[src/rtl/jury_vote_controller_pkg.sv]
// Shared constants for the jury voting round: vote codes, verdict codes,
// FSM state encoding and the tally width derivation.
package jury_vote_controller_pkg;

    localparam logic [1:0] VOTE_ABSTAIN = 2'b00;
    localparam logic [1:0] VOTE_AGAINST = 2'b01;
    localparam logic [1:0] VOTE_FAVOUR  = 2'b10;
    localparam logic [1:0] VOTE_INVALID = 2'b11;

    localparam logic [1:0] VERDICT_NONE     = 2'b00;
    localparam logic [1:0] VERDICT_REJECTED = 2'b01;
    localparam logic [1:0] VERDICT_APPROVED = 2'b10;

    localparam logic [1:0] ST_IDLE    = 2'b00;
    localparam logic [1:0] ST_COLLECT = 2'b01;
    localparam logic [1:0] ST_TALLY   = 2'b10;
    localparam logic [1:0] ST_DONE    = 2'b11;

    // Width that can hold every value 0..n so tallies never wrap.
    function automatic int unsigned count_width(input int unsigned n);
        return $clog2(n + 1);
    endfunction

endpackage

[src/rtl/jury_vote_controller_rr_arbiter.sv]
// Round-robin arbiter: one-hot grant among requests, searching from the
// index after the last granted requester.
module rr_arbiter
    import jury_vote_controller_pkg::*;
#(
    parameter int unsigned N = 4
)(
    input  logic         clk,
    input  logic         rst,
    input  logic         clr_i,
    input  logic         en_i,
    input  logic [N-1:0] req_i,
    output logic [N-1:0] grant_c_o
);

    localparam int unsigned PW = (N > 1) ? $clog2(N) : 1;

    logic [PW-1:0] ptr_q;
    logic [PW-1:0] ptr_d;
    logic [PW-1:0] gidx_c;
    logic          found_c;

    // Rotating priority search starting at ptr_q.
    always_comb begin
        logic [PW:0] sum;
        grant_c_o = '0;
        found_c   = 1'b0;
        gidx_c    = ptr_q;
        for (int unsigned off = 0; off < N; off++) begin
            sum = {1'b0, ptr_q} + (PW+1)'(off);
            if (sum >= (PW+1)'(N)) begin
                sum = sum - (PW+1)'(N);
            end
            if (!found_c && req_i[sum[PW-1:0]]) begin
                found_c                  = 1'b1;
                gidx_c                   = sum[PW-1:0];
                grant_c_o[sum[PW-1:0]]   = 1'b1;
            end
        end
    end

    always_comb begin
        ptr_d = ptr_q;
        if (clr_i) begin
            ptr_d = '0;
        end else if (en_i && found_c) begin
            ptr_d = (gidx_c == PW'(N - 1)) ? '0 : gidx_c + PW'(1);
        end
    end

    always_ff @(posedge clk) begin
        if (rst) begin
            ptr_q <= '0;
        end else begin
            ptr_q <= ptr_d;
        end
    end

endmodule

[src/rtl/jury_vote_controller.sv]
// One jury voting round: arbitrates juror requests, accepts one vote per
// juror, tallies favour/against/abstain and publishes a verdict.
module jury_vote_controller
    import jury_vote_controller_pkg::*;
#(
    parameter int unsigned N_JURORS = 4,
    parameter int unsigned TIMEOUT  = 200,
    localparam int unsigned CW      = count_width(N_JURORS)
)(
    input  logic                  clk,
    input  logic                  rst,
    input  logic                  start,
    input  logic [N_JURORS-1:0]   vote_req,
    input  logic [2*N_JURORS-1:0] vote_code,
    output logic [N_JURORS-1:0]   vote_ack,
    output logic [N_JURORS-1:0]   voted,
    output logic                  busy,
    output logic                  done,
    output logic [CW-1:0]         yes_count,
    output logic [CW-1:0]         no_count,
    output logic [CW-1:0]         abst_count,
    output logic [1:0]            verdict
);

    localparam int unsigned  TW         = (TIMEOUT > 1) ? $clog2(TIMEOUT) : 1;
    localparam logic [TW-1:0] TIMER_LAST = TW'(TIMEOUT - 1);

    logic [1:0]          state_q,   state_d;
    logic [N_JURORS-1:0] voted_q,   voted_d;
    logic [N_JURORS-1:0] ack_q,     ack_d;
    logic                busy_q,    busy_d;
    logic                done_q,    done_d;
    logic [CW-1:0]       yes_q,     yes_d;
    logic [CW-1:0]       no_q,      no_d;
    logic [CW-1:0]       abst_q,    abst_d;
    logic [1:0]          verdict_q, verdict_d;
    logic [TW-1:0]       timer_q,   timer_d;

    logic                in_collect_c;
    logic                round_start_c;
    logic [N_JURORS-1:0] eligible_c;
    logic [N_JURORS-1:0] grant_c;
    logic [1:0]          code_sel_c;
    logic [CW-1:0]       missing_c;

    assign in_collect_c  = (state_q == ST_COLLECT);
    assign round_start_c = (state_q == ST_IDLE) && start;
    assign eligible_c    = in_collect_c ? (vote_req & ~voted_q) : '0;

    rr_arbiter #(
        .N (N_JURORS)
    ) u_arb (
        .clk       (clk),
        .rst       (rst),
        .clr_i     (round_start_c),
        .en_i      (in_collect_c),
        .req_i     (eligible_c),
        .grant_c_o (grant_c)
    );

    // Code of the granted juror, and the number of jurors who never voted.
    always_comb begin
        code_sel_c = VOTE_ABSTAIN;
        missing_c  = '0;
        for (int unsigned i = 0; i < N_JURORS; i++) begin
            if (grant_c[i]) begin
                code_sel_c = vote_code[2*i +: 2];
            end
            missing_c = missing_c + CW'(!voted_q[i]);
        end
    end

    always_comb begin
        state_d   = state_q;
        voted_d   = voted_q;
        ack_d     = '0;
        yes_d     = yes_q;
        no_d      = no_q;
        abst_d    = abst_q;
        verdict_d = verdict_q;
        timer_d   = timer_q;
        case (state_q)
            ST_IDLE: begin
                if (start) begin
                    state_d   = ST_COLLECT;
                    voted_d   = '0;
                    timer_d   = '0;
                    yes_d     = '0;
                    no_d      = '0;
                    abst_d    = '0;
                    verdict_d = VERDICT_NONE;
                end
            end
            ST_COLLECT: begin
                ack_d   = grant_c;
                voted_d = voted_q | grant_c;
                timer_d = timer_q + TW'(1);
                if (|grant_c) begin
                    case (code_sel_c)
                        VOTE_FAVOUR:  yes_d  = yes_q + CW'(1);
                        VOTE_AGAINST: no_d   = no_q + CW'(1);
                        default:      abst_d = abst_q + CW'(1);
                    endcase
                end
                // A grant in the final timer cycle is still counted above.
                if ((&voted_q) || (timer_q == TIMER_LAST)) begin
                    state_d = ST_TALLY;
                end
            end
            ST_TALLY: begin
                abst_d = abst_q + missing_c;
                if (yes_q > no_q) begin
                    verdict_d = VERDICT_APPROVED;
                end else if (no_q > yes_q) begin
                    verdict_d = VERDICT_REJECTED;
                end else begin
                    verdict_d = VERDICT_NONE;
                end
                state_d = ST_DONE;
            end
            default: begin
                state_d = ST_IDLE;
            end
        endcase
    end

    assign busy_d = (state_d == ST_COLLECT) || (state_d == ST_TALLY);
    assign done_d = (state_d == ST_DONE);

    always_ff @(posedge clk) begin
        if (rst) begin
            state_q   <= ST_IDLE;
            voted_q   <= '0;
            ack_q     <= '0;
            busy_q    <= 1'b0;
            done_q    <= 1'b0;
            yes_q     <= '0;
            no_q      <= '0;
            abst_q    <= '0;
            verdict_q <= VERDICT_NONE;
            timer_q   <= '0;
        end else begin
            state_q   <= state_d;
            voted_q   <= voted_d;
            ack_q     <= ack_d;
            busy_q    <= busy_d;
            done_q    <= done_d;
            yes_q     <= yes_d;
            no_q      <= no_d;
            abst_q    <= abst_d;
            verdict_q <= verdict_d;
            timer_q   <= timer_d;
        end
    end

    assign vote_ack   = ack_q;
    assign voted      = voted_q;
    assign busy       = busy_q;
    assign done       = done_q;
    assign yes_count  = yes_q;
    assign no_count   = no_q;
    assign abst_count = abst_q;
    assign verdict    = verdict_q;

endmodule

[config.mk]
export PLATFORM = sky130hd
export DESIGN_NAME = jury_vote_controller
export DESIGN_NICKNAME = d
export VERILOG_FILES = /design/src/rtl/jury_vote_controller_pkg.sv /design/src/rtl/jury_vote_controller_rr_arbiter.sv /design/src/rtl/jury_vote_controller.sv
export SDC_FILE = /design/constraint.sdc
export NUM_CORES = 1
export LEC_CHECK = 0
export ABC_AREA = 0
export ABC_CLOCK_PERIOD_IN_PS = 6640
export CORE_MARGIN = 2
export CORE_UTILIZATION = 58
export DETAILED_ROUTE_END_ITERATION = 8
export HOLD_SLACK_MARGIN = 0.08
export PLACE_DENSITY = 0.93
export SLEW_MARGIN = 25
export SYNTH_ARGS = -nofsm -noshare
export SYNTH_HDL_FRONTEND = slang
export SYNTH_SLANG_ARGS = --single-unit
[constraint.sdc]
create_clock -name clk -period 6.64 [get_ports clk]
set_input_delay 0.664 -clock clk [delete_from_list [all_inputs] [get_ports clk]]
set_output_delay 0.664 -clock clk [all_outputs]
set_load 0.01 [all_outputs]
### Yosys cells after proc, flatten, opt, wreduce, memory -nomap -nowiden

Index checks and enable logic that the tools add are counted.

* bitwise logic cells: 7
* reductions and logical operators: 32
* $add $sub $neg: 16
* muxes and demuxes: 59
* order comparisons: 14
* equal/unequal tests: 14

Operators by type and width (number)
* 2-to-1 mux 2 bit: 17
* 2-to-1 mux 4 bit: 6
* 2-to-1 mux 3 bit: 7
* OR 4 bit: 4
* one-hot mux 8 bit (2 select lines): 1
* AND reduction 4 bit: 4
* 2-to-1 mux 1 bit: 13
* less-than comparator 2 x 3 -> 1 bit (second input constant): 4
* one-hot mux 3 bit (2 select lines): 2
* equality test 2 bit (second input constant): 5
* adder 3 x 1 -> 3 bit (second input constant): 3
* >= comparator 3 bit (second input constant): 3
* logical AND 1 bit: 9
* one-hot mux 3 bit (3 select lines): 1
* adder 8 x 1 -> 8 bit (second input constant): 1
* binary-select mux 1 bit (select 2 bit): 4
* demux 1 bit (select 2 bit): 4
* equality test 8 bit (second input constant): 1
* >= comparator 2 x 1 -> 1 bit (second input constant): 4
* 2-to-1 mux 8 bit: 1
* one-hot mux 4 bit (2 select lines): 1
* subtractor 2 x 1 -> 2 bit (second input constant): 4
* logical NOT 1 bit: 7
* adder 2 x 2 -> 3 bit (second input constant): 2
* other kinds (23): 34

* logic and storage cells: 153
* input bits: 15
* register bits after elaboration: 33

### Longest topological paths before layout

* depth in word-level cells: 24
* depth in mapped cells: 16

### Modules after synthesis

From an unflattened synthesis, not the netlist that was laid out.

* cells, all modules: 260
* area total of the unflattened synthesis: 2250.9 µm²

Modules (own cells, without submodules)
* jury_vote_controller: cells each 196, area each 1712.9 µm², times used 1
* rr_arbiter: cells each 64, area each 538.0 µm², times used 1

### Worst setup path before layout

OpenSTA, ideal clock, no wires.

* kind: input to register
* start: input vote_req[3]
* end: register abst_q[2] (netlist: abst_count[2])
* setup slack: 3.098 ns
* library setup time: 0.071 ns
* arrival time: 3.472 ns
* path buffers: 0
* stages: 13
* required time: 6.569 ns
* cell sequence: or3b_4 > a21oi_2 > or3b_1 > a21oi_4 > a221o_2 > nor2_1 > a22oi_1 > o21ai_0 > ha_1 > nor3b_1 > o41a_1 > o2111ai_2 > a21oi_1

* cells in the longest elaborated chain, start to end: 22
* elaborated cells between the ends (all ways): 37
* those cells by class: 4 x eq/ne; 20 x mux; 4 x bitwise; 9 x reduce/logical

Ends and longest elaborated chain
* start, declared: line jury_vote_controller.sv:13 `input logic [N_JURORS-1:0] vote_req,`
* AND 4 bit (*): line jury_vote_controller.sv:48 `assign eligible_c = in_collect_c ? (vote_req & ~voted_q) : '0;`
* 2-to-1 mux 4 bit (*): line jury_vote_controller.sv:48
* binary-select mux 1 bit (select 2 bit): line jury_vote_controller_rr_arbiter.sv:34 `if (!found_c && req_i[sum[PW-1:0]]) begin`
* 2-to-1 mux 1 bit (not written as such): line jury_vote_controller_rr_arbiter.sv:34
* 2-to-1 mux 1 bit: line jury_vote_controller_rr_arbiter.sv:34
* logical NOT 1 bit: line jury_vote_controller_rr_arbiter.sv:34
* logical AND 1 bit: line jury_vote_controller_rr_arbiter.sv:34
* 2-to-1 mux 1 bit: line jury_vote_controller_rr_arbiter.sv:34
* [... 3 more ...]
* logical NOT 1 bit: line jury_vote_controller_rr_arbiter.sv:34
* logical AND 1 bit: line jury_vote_controller_rr_arbiter.sv:34
* 2-to-1 mux 4 bit (*): line jury_vote_controller_rr_arbiter.sv:34
* 2-to-1 mux 2 bit (4 in a row): line jury_vote_controller.sv:66 `if (grant_c[i]) begin`
* equality test 2 x 1 -> 1 bit or equality test 2 bit (tied branches): line jury_vote_controller.sv:99 `case (code_sel_c)`
* OR reduction 2 bit (no line)
* inequality test 2 bit (no line)
* AND reduction 4 bit (no line) (*)
* end signal, assigned: line jury_vote_controller.sv:150 `abst_q <= abst_d;`
* end, declared: line jury_vote_controller.sv:35 `logic [CW-1:0] abst_q, abst_d;`

Every way passes the cells marked *; elsewhere a longest branch is shown, timed or not. The select of a mux whose other input is x is not followed.
A chain may end at the register's enable or synchronous reset.

### Worst setup path in the final report

* start: register state_q[1]
* end: register abst_q[1] (netlist: abst_count[1])

* cells in the longest elaborated chain, start to end: 22
* elaborated cells between the ends (all ways): 42
* those cells by class: 7 x eq/ne; 21 x mux; 3 x bitwise; 11 x reduce/logical

Ends and longest elaborated chain
* start, declared: line jury_vote_controller.sv:28 `logic [1:0] state_q, state_d;`
* start signal, assigned: line jury_vote_controller.sv:143 `state_q <= state_d;`
* equality test 2 x 1 -> 1 bit: line jury_vote_controller.sv:46, jury_vote_controller.sv:82
* 2-to-1 mux 4 bit: line jury_vote_controller.sv:48
* binary-select mux 1 bit (select 2 bit): line jury_vote_controller_rr_arbiter.sv:34
* 2-to-1 mux 1 bit (not written as such): line jury_vote_controller_rr_arbiter.sv:34
* 2-to-1 mux 1 bit: line jury_vote_controller_rr_arbiter.sv:34
* logical NOT 1 bit: line jury_vote_controller_rr_arbiter.sv:34
* logical AND 1 bit: line jury_vote_controller_rr_arbiter.sv:34
* 2-to-1 mux 1 bit: line jury_vote_controller_rr_arbiter.sv:34
* [... 3 more ...]
* logical NOT 1 bit: line jury_vote_controller_rr_arbiter.sv:34
* logical AND 1 bit: line jury_vote_controller_rr_arbiter.sv:34
* 2-to-1 mux 4 bit: line jury_vote_controller_rr_arbiter.sv:34
* 2-to-1 mux 2 bit (4 in a row): line jury_vote_controller.sv:66
* equality test 2 x 1 -> 1 bit or equality test 2 bit (tied branches): line jury_vote_controller.sv:99
* OR reduction 2 bit (no line)
* inequality test 2 bit (no line)
* AND reduction 4 bit (no line)

Parallel ways exist; a longest one is shown, timed or not. The select of a mux whose other input is x is not followed.

==> impl_metrics.yaml <==
critical_path:
  cp.required_ns: 6.85
  cpPeakStageDelay_ns: 0.58
  cp.depth: 15
  worstPathBufferInverterCount: 1
  r2r_cells: 15
  crit_path_cell_trace: "inv_1 -> ha_1 -> nand4b_1 -> a21oi_1 -> nor2_2 -> a21boi_4 -> a221oi_2 -> nor2_1 -> a22oi_1 -> o21ai_0 -> ha_1 -> nor3b_1 -> o41a_1 -> o211ai_1 -> a21oi_1"
  cp.arrival_ns: 4.50
  cp_max_fo: 18
  worstSetupStartpointType: "flip-flop"
  critPathTopFamily: "compound AO/OA/AOI/OAI gates"
  end_kind: "flip-flop"
  critical-path-slowest-cell: "ha_1"
  critPathKind: "reg2reg"
power_and_ir_drop:
  max-vdd-ir-drop_mv: 0.142
  powerDensity_nw_per_um2: 171
  leakage_uw: 0.00105
synthesis:
  synth-main-ff-cell: "dfxtp_1"
  synth_top_area_share_pct: 28.7
  yosysSeqAreaShare_pct: 28.7
  synthArstFlopShare_pct: 0
  synth.avg_cell_area_um2: 8.95
  synth_nets: 297
  synthXorXnorAreaFrac_pct: 3.43
  yosysWarnings: 0
  syn_area_um2: 2300
  synth_top_family_by_area: "compound AO/OA/AOI/OAI gates"
  synth_compound_area_share_pct: 27.2
  yosys.area_share.simple_pct: 18.0
  synthAdderAreaFrac_pct: 14.6
  ys_types: 60
  yosysTopAreaCell: "dfxtp_1"
  ys_ff_latch: 33
  ys_top_cells_by_area: "dfxtp_1 29%, ha_1 12%, nor2_1 4.9%, a21oi_1 3.5%, inv_1 3.3%"
  synthMuxAreaShare_pct: 3.15
  synth_edf_count: 0
  synthCells: 257
sta:
  fmax_mhz: 233
  worstMarginPinSlew_ns: 0.746
  hold_viol: 0
  max-slew-margin-rel_pct: 49.9
  finalMaxSlewViolations: 0
  fin_setup_tns_ns: 0
  setup_violations: 0
  period_share_pct: 64.7
  post-route-min-period_ns: 4.30
  skew_ns: 0.00580
  rsz0062_at_grt: "false"
final_layout:
  multiInputGateArea_um2: 1530
  layout_common_cells: "35 x clkdlybuf4s50_1, 33 x dfxtp_1, 30 x nor2_1"
  postLayoutCellArea_um2: 2780
  nets: 331
  n_antenna_cell: 0
  seqCellArea_um2: 661
  n_fill_cell: 278
  area_growth_pct: 20.7
  drive_gt1_share_pct: 10.6
  final_common_cell: "clkdlybuf4s50_1"
clocking:
  ctsResizeCount: 0
  root_buffer: "clkbuf_8"
  clkSinkCount: 33
  clkSlewWorstSetupHoldPaths_ns: 0.07
  hold_buffers: 0
  cts.path.max_buffers: 2
  clk_latency_ns: 0.28
  cts_setup_buffers: 0
  cts_buffers: 5
  htreeDepth: 2
  cts_tree: "done"
route:
  final_antenna_net_count: 0
  wl_per_cell_um: 16.0
  drc: 0
  firstDrtPassIters: 4
  wl_mm: 5.43
  routed-via-count: 2079
  vias_per_cell: 6.11
  first_iter_violations: 182
floorplanning:
  fp.dieArea_um2: 4490
  ios: 36
  start_util_pct: 61.5
  fp-row-count: 22
  die_h_um: 67.0
  core-area_um2: 3740
  die_w_um: 67.0
global_route:
  grt_first_pass_wirelength_mm: 9.10
  grt.overflow.total: 0
  grt_max_degree: 19
  grt_use_met2_pct: 44.6
  grtUsageMet3_pct: 5.41
  grt_pass1_vias: 2006
  antenna_found_initial: 0
  use_met1_pct: 33.3
  grt_most_used_layer: "met2"
  grt_util_all_layers_pct: 26.7
place:
  dp_hpwl_mm: 4.06
  numPortBuffers: 35
  placed_area_um2: 2670
  gp_congestion: 0.844
min_path:
  hp-class: "reg2reg"
  whs_path_depth: 2
flow_run:
  cap_violations: 0
run_status:
  status: "completed"
-- sequential cells by signal (all words and copies together), names as in the netlist --
signal and cells:
abst_count 3, busy 1, done 1, no_count 3, state_q 2, timer_q 8, u_arb.ptr_q 2, verdict 2
vote_ack 4, voted 4, yes_count 3
-- synthesized netlist by cell type, types with 2 or more instances --
master / number
ha_1: 22
a211oi_1: 3
o31ai_1: 2
o21ai_0: 10
nor3_1: 5
fa_1: 3
a32oi_1: 2
xor2_1: 5
nand2_1: 16
a31o_1: 2
mux2i_1: 5
a22oi_1: 4
a221o_2: 4
a221oi_2: 4
o21a_1: 2
dfxtp_1: 33
a21oi_1: 16
nor2_1: 30
o211ai_1: 3
and4bb_1: 2
a41oi_2: 2
nand4_1: 2
nand3b_1: 4
nand3_1: 8
nand2b_1: 2
nand4b_1: 2
xnor2_1: 4
a41o_2: 2
o22ai_1: 2
a21oi_4: 2
inv_1: 20
clkbuf_1: 6
-- per-layer routing --
| layer | share of wire [%] | wire (µm) |
|---|---|---|
| met5 | 0 | 0 |
| met4 | 2.0 | 110 |
| met3 | 5.0 | 271 |
| met2 | 49 | 2680 |
| met1 | 44 | 2370 |
-- area by class of cell --
cell class              instances  area share (%)
flip-flops and latches         33            23.8
well taps                      48            2.16
inverters                      20            2.70
clock buffers                   7            3.47
clock inverters                 1           0.180
multi-input cells             196            55.1
repair buffers                 35            12.6
-- metrics by stage --
| step | instances | power, µW | setup WS [ns] | hold slack (ns) | utilization, % |
|---|---|---|---|---|---|
| finish | 340 | 476 | 2.34 | 0.505 | 74.2 |
| global route | 340 | 501 | 1.99 | 0.550 | 74.2 |
| CTS | 340 | 478 | 2.48 | 0.508 | 74.1 |
| detailed placement | 332 | 313 | 2.27 | 0.487 | 71.4 |
| global placement | 332 | 310 | 2.43 | 0.478 | 71.4 |
| floorplan | 257 | 283 | 3.10 | 0.479 | - |
-- worst min-delay path, stage by stage (launching register included) --
cell	delay, ns
dfxtp_1	0.33
a21oi_1	0.06
nor2_1	0.08
-- cells by family after synthesis --
kind of cell | after synthesis
AND/OR/NAND/NOR | 81
XOR/XNOR | 9
AO/OA/AOI/OAI | 75
multiplexers | 6
buffers and inverters | 28
adder cells (fa/ha/maj) | 25
flip-flops | 33
-- path summary, 6_finish.rpt --
check                   from             to  slack (ns)
setup / recovery  state_q[1]  abst_count[1]        2.34
hold / removal    verdict[0]     verdict[0]        0.50
setup reg to reg  state_q[1]  abst_count[1]        2.34
hold reg to reg   verdict[0]     verdict[0]        0.50
-- where the power goes --
group	leakage (µW)	switching [µW]	internal [µW]	total, µW
Sequential	0.000266	4.26	201	206
Clock	0.0000542	70.7	93.6	164
Combinational	0.000731	62.4	43.7	106
No activity file was read; power rests on OpenSTA's default activity.
